--- src/rtl/pkg_muldiv.sv ---
// Multiply/divide unit package: operation codes and FSM state encoding.
package pkg_muldiv;

    typedef enum logic [1:0] {
        MULU = 2'd0,   // low W bits of unsigned a*b
        DIVQ = 2'd1,   // unsigned quotient a/b
        DIVR = 2'd2    // unsigned remainder a%b
    } op_t;

    typedef enum logic [1:0] {
        S_IDLE = 2'd0,
        S_RUN  = 2'd1,
        S_DONE = 2'd2
    } state_t;

endpackage

--- src/rtl/pkg_reg.sv ---
// Register-file package: data width, address width and the write-port
// operation encoding shared by every unit that writes back to the
// register file.
package pkg_reg;

    localparam int REG_WIDTH  = 64;
    localparam int ADDR_WIDTH = 5;

    // Write-port command. Only REG_WRITE commits data; REG_NOP leaves the
    // register file untouched.
    typedef enum logic {
        REG_NOP   = 1'b0,
        REG_WRITE = 1'b1
    } reg_op_t;

endpackage

--- src/rtl/dev_muldiv.sv ---
// dev_muldiv: iterative unsigned multiply / divide unit with register-file
// write-back. One result bit is produced per clock using a single shared
// W-bit adder/subtractor (shift-add multiply, restoring division).
//
// Ports
//   clk      sole clock, rising edge
//   rst      asynchronous active-high reset
//   start    request a new operation (sampled only in IDLE)
//   op       MULU / DIVQ / DIVR
//   a, b     operands, latched on acceptance
//   dst      destination register index, latched on acceptance
//   flush    synchronous abort; wins over start and completion
//   busy     high while in RUN or DONE
//   done     one-cycle completion pulse (the DONE state)
//   wr_op    REG_WRITE in DONE when dst != 0, otherwise REG_NOP
//   wr_addr  write-back index (0 outside DONE)
//   wr_data  write-back value (0 outside DONE)
//
// Handshake: start is a request with no ready; it is accepted exactly when
// start=1 in an IDLE cycle without flush. Any start seen while busy is
// dropped. A result is delivered for one cycle with done=1 and is not held.
module dev_muldiv
    import pkg_reg::*;
    import pkg_muldiv::*;
#(
    parameter int W = REG_WIDTH
) (
    input  logic                  clk,
    input  logic                  rst,
    input  logic                  start,
    input  op_t                   op,
    input  logic [W-1:0]          a,
    input  logic [W-1:0]          b,
    input  logic [ADDR_WIDTH-1:0] dst,
    input  logic                  flush,
    output logic                  busy,
    output logic                  done,
    output reg_op_t               wr_op,
    output logic [ADDR_WIDTH-1:0] wr_addr,
    output logic [W-1:0]          wr_data
);

    localparam int CW = $clog2(W);

    state_t                state;
    op_t                   op_q;
    logic [ADDR_WIDTH-1:0] dst_q;
    logic [W-1:0]          acc;   // product accumulator / partial remainder
    logic [W-1:0]          ra;    // multiplicand (shifts left) / dividend->quotient
    logic [W-1:0]          rb;    // multiplier (shifts right) / divisor
    logic [CW-1:0]         cnt;

    logic                  is_mul;
    logic [W-1:0]          shift_rem;
    logic [W-1:0]          add_x;
    logic [W-1:0]          add_y;
    logic                  add_sub;
    logic [W:0]            add_out;
    logic                  div_ge;
    logic [W-1:0]          acc_nx;
    logic [W-1:0]          ra_nx;
    logic [W-1:0]          rb_nx;
    logic [W-1:0]          res_nx;

    assign is_mul    = (op_q == MULU);
    // Next dividend bit shifted into the partial remainder.
    assign shift_rem = {acc[W-2:0], ra[W-1]};

    always_comb begin
        add_x   = '0;
        add_y   = '0;
        add_sub = 1'b0;
        if (is_mul) begin
            add_x   = acc;
            add_y   = rb[0] ? ra : '0;
        end else begin
            add_x   = shift_rem;
            add_y   = rb;
            add_sub = 1'b1;
        end
    end

    // Shared adder; in subtract mode the carry-out means "no borrow".
    assign add_out = {1'b0, add_x} + {1'b0, add_y ^ {W{add_sub}}} + {{W{1'b0}}, add_sub};

    // The shifted remainder is really W+1 bits wide; if its top bit (old
    // acc MSB) is set it certainly exceeds the divisor, and the low W bits
    // of the W-bit difference are still the correct new remainder.
    assign div_ge = acc[W-1] | add_out[W];

    assign acc_nx = (is_mul || div_ge) ? add_out[W-1:0] : shift_rem;
    assign ra_nx  = is_mul ? {ra[W-2:0], 1'b0} : {ra[W-2:0], div_ge};
    assign rb_nx  = is_mul ? {1'b0, rb[W-1:1]} : rb;
    // MULU and DIVR both finish in acc; DIVQ finishes in ra.
    assign res_nx = (op_q == DIVQ) ? ra_nx : acc_nx;

    assign busy = (state != S_IDLE);

    always_ff @(posedge clk or posedge rst) begin
        if (rst) begin
            state   <= S_IDLE;
            op_q    <= MULU;
            dst_q   <= '0;
            acc     <= '0;
            ra      <= '0;
            rb      <= '0;
            cnt     <= '0;
            done    <= 1'b0;
            wr_op   <= REG_NOP;
            wr_addr <= '0;
            wr_data <= '0;
        end else begin
            // Write-back outputs live for exactly one cycle.
            done    <= 1'b0;
            wr_op   <= REG_NOP;
            wr_addr <= '0;
            wr_data <= '0;
            if (flush) begin
                state <= S_IDLE;
            end else begin
                case (state)
                    S_IDLE: begin
                        if (start) begin
                            op_q  <= op;
                            dst_q <= dst;
                            cnt   <= '0;
                            acc   <= '0;
                            ra    <= a;
                            rb    <= b;
                            if (op != MULU && b == '0) begin
                                // Divide by zero: no iterations needed.
                                state   <= S_DONE;
                                done    <= 1'b1;
                                wr_addr <= dst;
                                wr_op   <= (dst != '0) ? REG_WRITE : REG_NOP;
                                wr_data <= (op == DIVQ) ? '1 : a;
                            end else begin
                                state <= S_RUN;
                            end
                        end
                    end
                    S_RUN: begin
                        acc <= acc_nx;
                        ra  <= ra_nx;
                        rb  <= rb_nx;
                        cnt <= cnt + 1'b1;
                        if (cnt == CW'(W - 1)) begin
                            state   <= S_DONE;
                            done    <= 1'b1;
                            wr_addr <= dst_q;
                            wr_op   <= (dst_q != '0) ? REG_WRITE : REG_NOP;
                            wr_data <= res_nx;
                        end
                    end
                    S_DONE: begin
                        state <= S_IDLE;
                    end
                    default: begin
                        state <= S_IDLE;
                    end
                endcase
            end
        end
    end

endmodule
--- config.mk ---
export PLATFORM = sky130hd
export DESIGN_NAME = dev_muldiv
export DESIGN_NICKNAME = d
export VERILOG_FILES = /design/src/rtl/pkg_muldiv.sv /design/src/rtl/pkg_reg.sv /design/src/rtl/dev_muldiv.sv
export SDC_FILE = /design/constraint.sdc
export NUM_CORES = 1
export LEC_CHECK = 0
export CAP_MARGIN = 20
export CORE_ASPECT_RATIO = 2
export CORE_UTILIZATION = 52
export CTS_CLUSTER_DIAMETER = 30
export DETAILED_ROUTE_END_ITERATION = 8
export HOLD_SLACK_MARGIN = 0.02
export PLACE_DENSITY_LB_ADDON = 0.05
export SETUP_SLACK_MARGIN = 0.5
export SLEW_MARGIN = 20
export SYNTH_ARGS = -nofsm -noshare
export SYNTH_HDL_FRONTEND = slang
export SYNTH_SLANG_ARGS = --single-unit
--- constraint.sdc ---
create_clock -name clk -period 9.8 [get_ports clk]
set_clock_uncertainty 0.15 [all_clocks]
set_input_delay 1.96 -clock clk [delete_from_list [all_inputs] [get_ports clk]]
set_output_delay 1.96 -clock clk [all_outputs]
set_load 0.005 [all_outputs]
# Word-level counts from Yosys, hierarchy flattened
# Cells that the tools add are included.
totals:
  regBits: 278
  out_inout_bits: 72
  word_cells: 83
classes:
  add_sub_neg: 3
  n_eq_ne: 8
  n_mux: 44
  bitwise: 3
  n_reduce_logical: 14
op_table:
  columns: ["cell", "count"]
  rows:
  - ["$mux W64", 14]
  - ["$pmux W64 S2", 4]
  - ["$add A64 B64 Y65", 1]
  - ["$add A65 B1 Y65", 1]
  - ["$logic_not A64 Y1", 1]
  - ["$xor A64 B64 Y64", 1]
  - ["$mux W5", 4]
  - ["$mux W1", 12]
  - ["$pmux W6 S2", 1]
  - ["$pmux W5 S2", 1]
  - ["$reduce_bool A5 Y1", 2]
  - ["$mux W2", 4]
  - ["$add A6 B1 Y6 const B", 1]
  - ["$eq A2 B1 Y1 const B", 3]
  - ["$eq A6 B6 Y1 const B", 1]
  - ["$mux W6", 1]
  - ["$ne A3 B3 Y1 const B", 2]
  - ["$reduce_and A3 Y1", 2]
  - ["$reduce_bool A2 Y1", 3]
  - ["$logic_not A2 Y1", 2]
  - ["$ne A2 B2 Y1 const B", 2]
  - ["$pmux W1 S2", 2]
  - ["$pmux W2 S2", 1]
  - ["$reduce_and A4 Y1", 1]
  - ["other kinds (5)", 5]

# Longest topological paths before layout
# Gate-level depths: netlist (run 1).
depth:
  ltp_word: 12
  ltp_mapped: 21

# Worst setup path after synthesis (run 1)
# Ideal clock, no wire load.
synth_timing:
  path_kind: "register to register"
  start: "register op_q[1]"
  end: "register acc[30]"
  setup_ns: 0.121
  arrival_ns: 4.023
  setup_slack_ns: 5.506
  stages_incl_launch_ff: 20
  period_less_slack_ns: 4.294
  cell_sequence: "dfrtp_1 > nor2_1 > clkbuf_1 > clkbuf_1 > buf_1 > nand2_1 > nand2_1 > ha_1 > buf_2 > a21oi_2 > o21ai_1 > a2111oi_2 > nor2_1 > a211oi_2 > a31oi_2 > a211o_1 > buf_2 > buf_6 > mux2_4 > a22o_1"
synth_between:
  elab_chain_len: 9
synth_rtl:
  columns: ["item", "line_no", "text"]
  rows:
  - ["from (decl)", "dev_muldiv.sv:46", "op_t op_q;"]
  - ["from (signal assigned)", "dev_muldiv.sv:124", "op_q <= op;"]
  - ["$logic_not A2 Y1 (*)", "dev_muldiv.sv:65", "assign is_mul = (op_q == MULU);"]
  - ["$mux W64 or $mux W1 (tied branches)", "dev_muldiv.sv:73", "if (is_mul) begin"]
  - ["$xor A64 B64 Y64", "dev_muldiv.sv:84", "assign add_out = {1'b0, add_x} + {1'b0, add_y ^ {W{add_sub}}} + {{W{1'b0}}, add_sub};"]
  - ["$add A64 B64 Y65", "dev_muldiv.sv:84", null]
  - ["$add A65 B1 Y65", "dev_muldiv.sv:84", null]
  - ["$or A1 B1 Y1", "dev_muldiv.sv:89", "assign div_ge = acc[W-1] | add_out[W];"]
  - ["$logic_or A1 B1 Y1", "dev_muldiv.sv:91", "assign acc_nx = (is_mul || div_ge) ? add_out[W-1:0] : shift_rem;"]
  - ["$mux W64 (*)", "dev_muldiv.sv:91", null]
  - ["$pmux W64 S2 (*)", "dev_muldiv.sv:121", "case (state)"]
  - ["to (signal assigned)", "dev_muldiv.sv:143", "acc <= acc_nx;"]
  - ["to (decl)", "dev_muldiv.sv:48", "logic [W-1:0] acc;"]
# Every way passes the cells marked *; elsewhere a longest branch is shown, timed or not.
# A chain may end at the register's enable or synchronous reset.

# Worst setup path in the final report (run 1)
layout_timing:
  start: "register op_q[1]"
  end: "register wr_data[46]"
layout_between:
  elab_chain_len: 12
layout_rtl:
  columns: ["item", "line_no", "text"]
  rows:
  - ["$logic_not A2 Y1", "dev_muldiv.sv:65", null]
  - ["$mux W64 or $mux W1 (tied branches)", "dev_muldiv.sv:73", null]
  - ["$xor A64 B64 Y64", "dev_muldiv.sv:84", null]
  - ["$add A64 B64 Y65", "dev_muldiv.sv:84", null]
  - ["$add A65 B1 Y65", "dev_muldiv.sv:84", null]
  - ["$or A1 B1 Y1", "dev_muldiv.sv:89", null]
  - ["$logic_or A1 B1 Y1", "dev_muldiv.sv:91", null]
  - ["$mux W64", "dev_muldiv.sv:91", null]
  - ["$mux W64 (*)", "dev_muldiv.sv:95", "assign res_nx = (op_q == DIVQ) ? ra_nx : acc_nx;"]
  - ["$mux W64 (*)", "dev_muldiv.sv:147", "if (cnt == CW'(W - 1)) begin"]
  - ["$pmux W64 S2 (*)", "dev_muldiv.sv:121", null]
  - ["$mux W64 (*)", "dev_muldiv.sv:118", "if (flush) begin"]
  - ["to (signal assigned)", "dev_muldiv.sv:136", "wr_data <= (op == DIVQ) ? '1 : a;"]
  - ["to (signal assigned)", "dev_muldiv.sv:152", "wr_data <= res_nx;"]
  - ["to (decl)", "dev_muldiv.sv:40", "output logic [W-1:0] wr_data"]
# Marked as above.

==> results of run 1 <==
how the worst max path moves through the flow:
stage	slack (ns)	cells after the start	end
global placement	3.29	11	wr_data[58]
floorplan	4.01	1	acc[0]
CTS	3.79	15	wr_data[46]
global route	3.24	15	wr_data[46]
finish	3.71	15	wr_data[46]
detailed placement	3.74	11	wr_data[58]
logic make-up after synthesis:
kind of cell / after synthesis / synth area share (%)
simple gates: 895 / 20.7
compound gates: 695 / 25.4
flops: 278 / 39.0
buf+inv: 229 / 5.15
fa+ha+maj: 65 / 4.61
xor+xnor: 59 / 2.90
mux: 39 / 2.30
tightest hold or removal path, cell delays in order (launching register included):
cell     delay, ns
dfrtp_1       0.37
nand2_1       0.06
nand2_1       0.06
area by class of cell:
cell class	count	area share (%)
multi-input combinational	1753	46.3
sequential	278	32.1
timing repair buffer	233	10.5
clock buffer	56	5.72
tap	436	2.51
clock inverter	28	1.64
inverter	68	1.19
metal layers:
metal	vias to the layer above	GRT usage [%]	part of all wire [%]
li1	8289	-	-
met1	8718	35.2	33
met2	801	69.4	54
met3	293	4.03	4.7
met4	0	28.5	8.3
met5	-	0	0
registers in the layout (all words and copies together) (netlist names):
signal and count:
wr_op 1, rb 64, op_q 2, done 1, ra 64, wr_addr 5, cnt 6, wr_data 64
state 2, acc 64, dst_q 5
cell usage in the layout (no fill, tap or decap), drive strengths merged, types with 6 or more instances in the layout:
master and n:
a211oi 12, a21o 42, a21oi 208, a221oi 6, a222oi 47, a22o 7
a22oi 7, a31oi 90, and2 13, and3 12, buf 23, clkbuf 56
clkdlybuf4s50 210, clkinv 6, clkinvlp 6, dfrtp 278, ha 64, inv 79
mux2 9, mux2i 30, nand2 546, nand3 21, nand4 17, nor2 206
nor2b 10, nor3 21, nor4 21, o211ai 7, o21a 8, o21ai 150
o21bai 9, o221ai 55, o22ai 8, or2 9, xnor2 35, xor2 24
report_power, final:
part / switching, mW / total (mW) / internal (mW)
Combinational: 2.04 / 3.23 / 1.19
Clock: 0.625 / 1.68 / 1.05
Sequential: 0.322 / 1.72 / 1.40
metrics by stage:
step,power [mW],setup slack (ns),utilization (%),hold WS (ns)
floorplan,4.00,4.01,-,0.316
detailed placement,4.91,3.74,59.8,0.359
global route,7.01,3.24,64.5,0.399
finish,6.63,3.71,64.5,0.365
CTS,6.61,3.79,64.5,0.371
global placement,4.87,3.29,59.7,0.329
==> run_results.csv, run 1 <==
group,metric,value,unit
cts,cts.reportedPaths.clkPinSlew,0.06,ns
setup_path,critPathBufInv,2,
synth,netlist_instances,2260,
setup_path,required,10.10,ns
synth,synth-seq-area-share,39.0,%
pwr,leakagePower,9.86,nW
cts,cts_buffers,45,
sta,hold_violations,0,
sta,setup_viol,0,
sta,finalCriticalPeriod,6.09,ns
setup_path,slowest_delay,0.70,ns
die,ioPinCount,211,
final_layout,final_nets,2583,
synth,synthArstFlopShare,100,%
status,violations,"DRC",
synth,synth_edf_count,0,
final_layout,layout-drive-gt1-share,6.08,%
cts,holdBufCountCts,0,
die,initial_core_util,53.0,%
setup_path,crit_chain,"or2_4 > buf_4 > a21oi_1 > ha_1 > nand2_1 > nor2_1 > nand4_1 > o21ai_0 > o2111ai_2 > a31oi_2 > a211o_4 > buf_4 > or2_2 > o31ai_1 > a221o_1",
die,dieWidth,133,um
cts,clockBufferDepth,3,
synth,synthTopCellsByArea,"dfrtp_1 39%, nand2_1 11%, a21oi_1 5.8%",
route,avgRoutedWirePerCell,22.5,um
setup_path,r2r_cells,15,
route,drt_pass1_iterations,9,
sta,rsz0062_at_grt,"no",
place,io_buffers,210,
setup_path,crit_path_frequent_cell,"buf_4",
status,status,"finished, violations left",
min_path,min_to,"cnt[1]",
sta,setup_tns,0,ns
cts,ctsResizeCount,0,
final_layout,num-fill-cells,2993,
cts,clkLatencyLatePin,0.56,ns
global_route,grt_pass1_wl,98900,um
setup_path,crit_slowest_cell,"or2_4",
cts,clock-root-buffer,"clkbuf_16",
synth,syn-num-nets,2464,
synth,post_synth.cell_area_avg,7.89,um2
flow_run,drv_cap,0,
final_layout,regArea,0.00696,mm2
final_layout,multi_input_area,0.0100,mm2
synth,ys_ff_latch,278,
setup_path,reg2reg_to,"wr_data[46]",
synth,synth_top_area_cell,"dfrtp_1",
die,die-area,0.0351,mm2
setup_path,critical_path_class,"register to register",
setup_path,critical_path.endpoint_type,"register",
global_route,grt_max_degree,148,
setup_path,start_kind,"register",
min_path,hp-start,"cnt[1]",
sta,worst_pin_slew,1.08,ns
final_layout,area_growth,21.7,%
cts,cts_tree,"done",
route,drt_wl_total,64100,um
final_layout,finalInstanceArea,0.0217,mm2
synth,synth_top_area_share,39.0,%
setup_path,cp-startpoint,"op_q[1]",
synth,yosysMostFrequentCell,"nand2_1",
global_route,grtUsageTotal,36.6,%
route,vias,18100,
die,core_area,0.0336,mm2
global_route,overflow,0,
sta,relSlewSlack,27.7,%
place,place_area,0.0201,mm2
final_layout,final_cell_count_no_fill,2852,
synth,synth_flop_cell,"dfrtp_1",
global_route,grt_pass1_vias,18400,
sta,report.final.slew_viol_count,0,
place,gp_congestion,0.934,
setup_path,crit_family,"compound AO/OA/AOI/OAI gates",
setup_path,worstPathArrival,6.38,ns
sta,timing.fmax,164,MHz
cts,clock_sinks,278,
setup_path,worst-path-max-fanout,74,
die,num_rows,95,
cts,cts_setup_buffers,0,
route,drtIter0Drc,1475,
setup_path,reg2reg_setup_slack,3.71,ns
cts,htree_levels,2,
synth,ys_warn_count,0,
synth,synth.distinct_cells,78,
synth,syn-cell-area,0.0178,mm2
sta,fin_crit_sh,62.1,%
route,postRouteAntennaNets,0,
final_layout,antennaDiodeCount,0,
global_route,antenna_found_initial,0,
setup_path,timing.rr.start,"op_q[1]",
min_path,min_path_type,"register to register",
route,drc,9,
pwr,power.density,306,mW/mm2
place,place_inst,2768,
place,dp.final_hpwl,45200,um
min_path,whs_path_depth,2,
route,vias_per_cell,6.35,
die,die_y,264,um
pwr,peakVddDrop,180,uV
synth,ys_top_cells_by_count,"546 x nand2_1, 278 x dfrtp_1, 207 x a21oi_1",
Power figures use the tool's default switching activity.
==> inputs of run 2 (changes only) <==
==> constraint.sdc (replaced) <==
create_clock -name clk -period 5.33 [get_ports clk]
set_clock_uncertainty 0.15 [all_clocks]
set_input_delay 1.066 -clock clk [delete_from_list [all_inputs] [get_ports clk]]
set_output_delay 1.066 -clock clk [all_outputs]
set_load 0.005 [all_outputs]
==> run_results.csv, run 2 (synthesis gave the netlist of run 1 again) <==
group,metric,value,unit
setup_path,required,5.59,ns
cts,cts_tree,"done",
setup_path,worstPathArrival,4.89,ns
sta,report.final.slew_viol_count,0,
setup_path,critical_path_class,"register to register",
sta,setup_tns,0,ns
cts,clock_sinks,278,
cts,cts_buffers,42,
status,violations,"DRC",
pwr,p_sw_share,45.2,%
setup_path,start_kind,"register",
min_path,hp-start,"cnt[1]",
final_layout,final_nets,2629,
place,place_area,0.0205,mm2
global_route,grt_pass1_wl,104000,um
sta,fin_crit_sh,86.9,%
route,vias_per_cell,6.40,
cts,clockBufferDepth,3,
min_path,min_path_type,"register to register",
pwr,combPwrFrac,50.7,%
global_route,overflow,0,
die,num_rows,95,
pwr,peakVddDrop,330,uV
sta,worst_pin_slew,1.07,ns
min_path,whs_path_depth,2,
setup_path,timing.rr.start,"op_q[0]",
die,die-area,0.0351,mm2
sta,hold_slack,0.374,ns
global_route,grtUsageTotal,38.7,%
place,dp.final_hpwl,48200,um
cts,htree_levels,2,
route,drt_wl_total,67500,um
cts,clock-root-buffer,"clkbuf_16",
setup_path,critical_path.endpoint_type,"register",
die,die_y,264,um
pwr,finalPower,12.6,mW
min_path,min_to,"cnt[1]",
die,dieWidth,133,um
setup_path,reg2reg_setup_slack,0.70,ns
global_route,grt_pass1_vias,19000,
final_layout,antennaDiodeCount,0,
pwr,clkPwrFrac,24.4,%
route,avgRoutedWirePerCell,23.3,um
global_route,antenna_found_initial,0,
sta,setup_viol,0,
sta,relSlewSlack,28.2,%
die,initial_core_util,53.0,%
sta,timing.fmax,216,MHz
route,drtIter0Drc,1664,
sta,hold_violations,0,
route,vias,18500,
final_layout,layout_commonest_cell,"nand2_1",
route,postRouteAntennaNets,0,
setup_path,reg2reg_to,"wr_data[51]",
final_layout,layout-drive-gt1-share,8.18,%
status,status,"finished, violations left",
final_layout,area_growth,24.7,%
die,core_area,0.0336,mm2
cts,holdBufCountCts,0,
cts,clkLatencyLatePin,0.57,ns
final_layout,final_cell_mix,"545 x nand2_1, 276 x dfrtp_1, 210 x clkdlybuf4s50_1, 206 x a21oi_1, 203 x nor2_1",
setup_path,worst-path-max-fanout,22,
place,gp_congestion,0.952,
setup_path,r2r_cells,15,
setup_path,crit_chain,"nor2_4 > buf_4 > nand4_1 > nand2_1 > fa_1 > a211oi_1 > nor2_1 > o211ai_1 > nand3_1 > o2111ai_2 > a31oi_2 > a211o_4 > buf_12 > mux2i_1 > o221ai_1",
setup_path,slowest_delay,0.54,ns
pwr,leakagePower,10.2,nW
die,ioPinCount,211,
place,io_buffers,210,
pwr,power.density,569,mW/mm2
pwr,p_switching,5.71,mW
final_layout,finalInstanceArea,0.0222,mm2
pwr,p_seq_share,24.9,%
global_route,grt_max_degree,103,
pwr,p_int,6.93,mW
sta,finalCriticalPeriod,4.63,ns
cts,cts.reportedPaths.clkPinSlew,0.06,ns
setup_path,crit_slowest_cell,"dfrtp_1",
route,drt_pass1_iterations,9,
sta,rsz0062_at_grt,"no",
flow_run,drv_cap,0,
route,drc,15,
==> run 2: changes by cell type in the layout (fill, tap and decap cells not counted), moves of 4 or more <==
cell / previous run / this run
clkbuf_1: 6 / 0
buf_12: 1 / 13
clkinvlp_4: 6 / 2
buf_4: 22 / 55
clkinv_4: 3 / 7
clkbuf_16: 47 / 43
==> run 2: final cells by class <==
type	instances	area, um2
fillers	2894	11400
multi-input cells	1756	10100
flip-flops and latches	278	6960
repair buffers	279	2790
clock buffers	45	1100
well taps	436	546
clock inverters	32	470
inverters	68	259
==> run 2: worst max-delay path by stage <==
| stage | startpoint | to | slack, ns | depth (start not counted) |
|---|---|---|---|---|
| floorplan | rst | acc[0] | 0.43 | 1 |
| global placement | op_q[1] | wr_data[40] | 0.43 | 17 |
| detailed placement | op_q[1] | wr_data[40] | 0.37 | 17 |
| CTS | op_q[1] | wr_data[23] | 0.51 | 17 |
| global route | op_q[0] | acc[30] | 0.51 | 16 |
| finish | op_q[0] | wr_data[51] | 0.70 | 15 |
==> run 2: metrics by stage <==
step | utilization, % | worst slack, ns | std cells
finish | 66.1 | 0.696 | 2894
global route | 66.1 | 0.510 | 2894
CTS | 65.9 | 0.508 | 2893
detailed placement | 61.0 | 0.368 | 2811
global placement | 61.0 | 0.429 | 2811
floorplan | - | 0.435 | 2260
==> run 2: per-layer routing <==
metal | GRT usage (%) | up-vias | share of wire (%)
li1 | - | 8395 | -
met1 | 38.4 | 8949 | 33
met2 | 73.3 | 873 | 54
met3 | 4.41 | 292 | 5.1
met4 | 27.5 | 0 | 7.7
met5 | 0 | - | 0
==> run 2: critical path: cells and delay by family (launching register included) <==
| kind | cells | cell delay (ns) |
|---|---|---|
| mux | 1 | 0.35 |
| flops | 1 | 0.54 |
| fa+ha+maj | 1 | 0.48 |
| simple gates | 5 | 0.78 |
| buf+inv | 2 | 0.42 |
| compound gates | 6 | 1.76 |
==> run 2: power by group through the flow <==
| stage | Clock, mW | Combinational [mW] | Sequential, mW |
|---|---|---|---|
| 6_report | 3.09 | 6.41 | 3.15 |
| 5_1_grt | 3.18 | 6.99 | 3.19 |
| 4_1_cts | 3.11 | 6.28 | 3.12 |
| 3_5_place_dp | 0 | 6.15 | 3.14 |
| 3_3_place_gp | 0 | 6.09 | 3.14 |
| 2_1_floorplan | 0 | 4.43 | 2.93 |
==> run 2: repair_timing <==
item | in CTS | in global routing
cloned | 3 | 0
pin swaps | 2 | 2
setup buffers | 2 | 1
gates resized for setup | 3 | 11
endpoints found under the setup margin | 23 | 126
==> inputs of run 3 (changes only) <==
==> constraint.sdc (replaced) <==
create_clock -name clk -period 5.33 [get_ports clk]
set_clock_uncertainty 0.15 [all_clocks]
set_input_delay 1.066 -clock clk [delete_from_list [all_inputs] [get_ports clk]]
set_output_delay 1.066 -clock clk [all_outputs]
set_load 0.05 [all_outputs]
==> results of run 3 <==
The final DEF is identical to that of run 2. Status: finished, violations left: DRC.
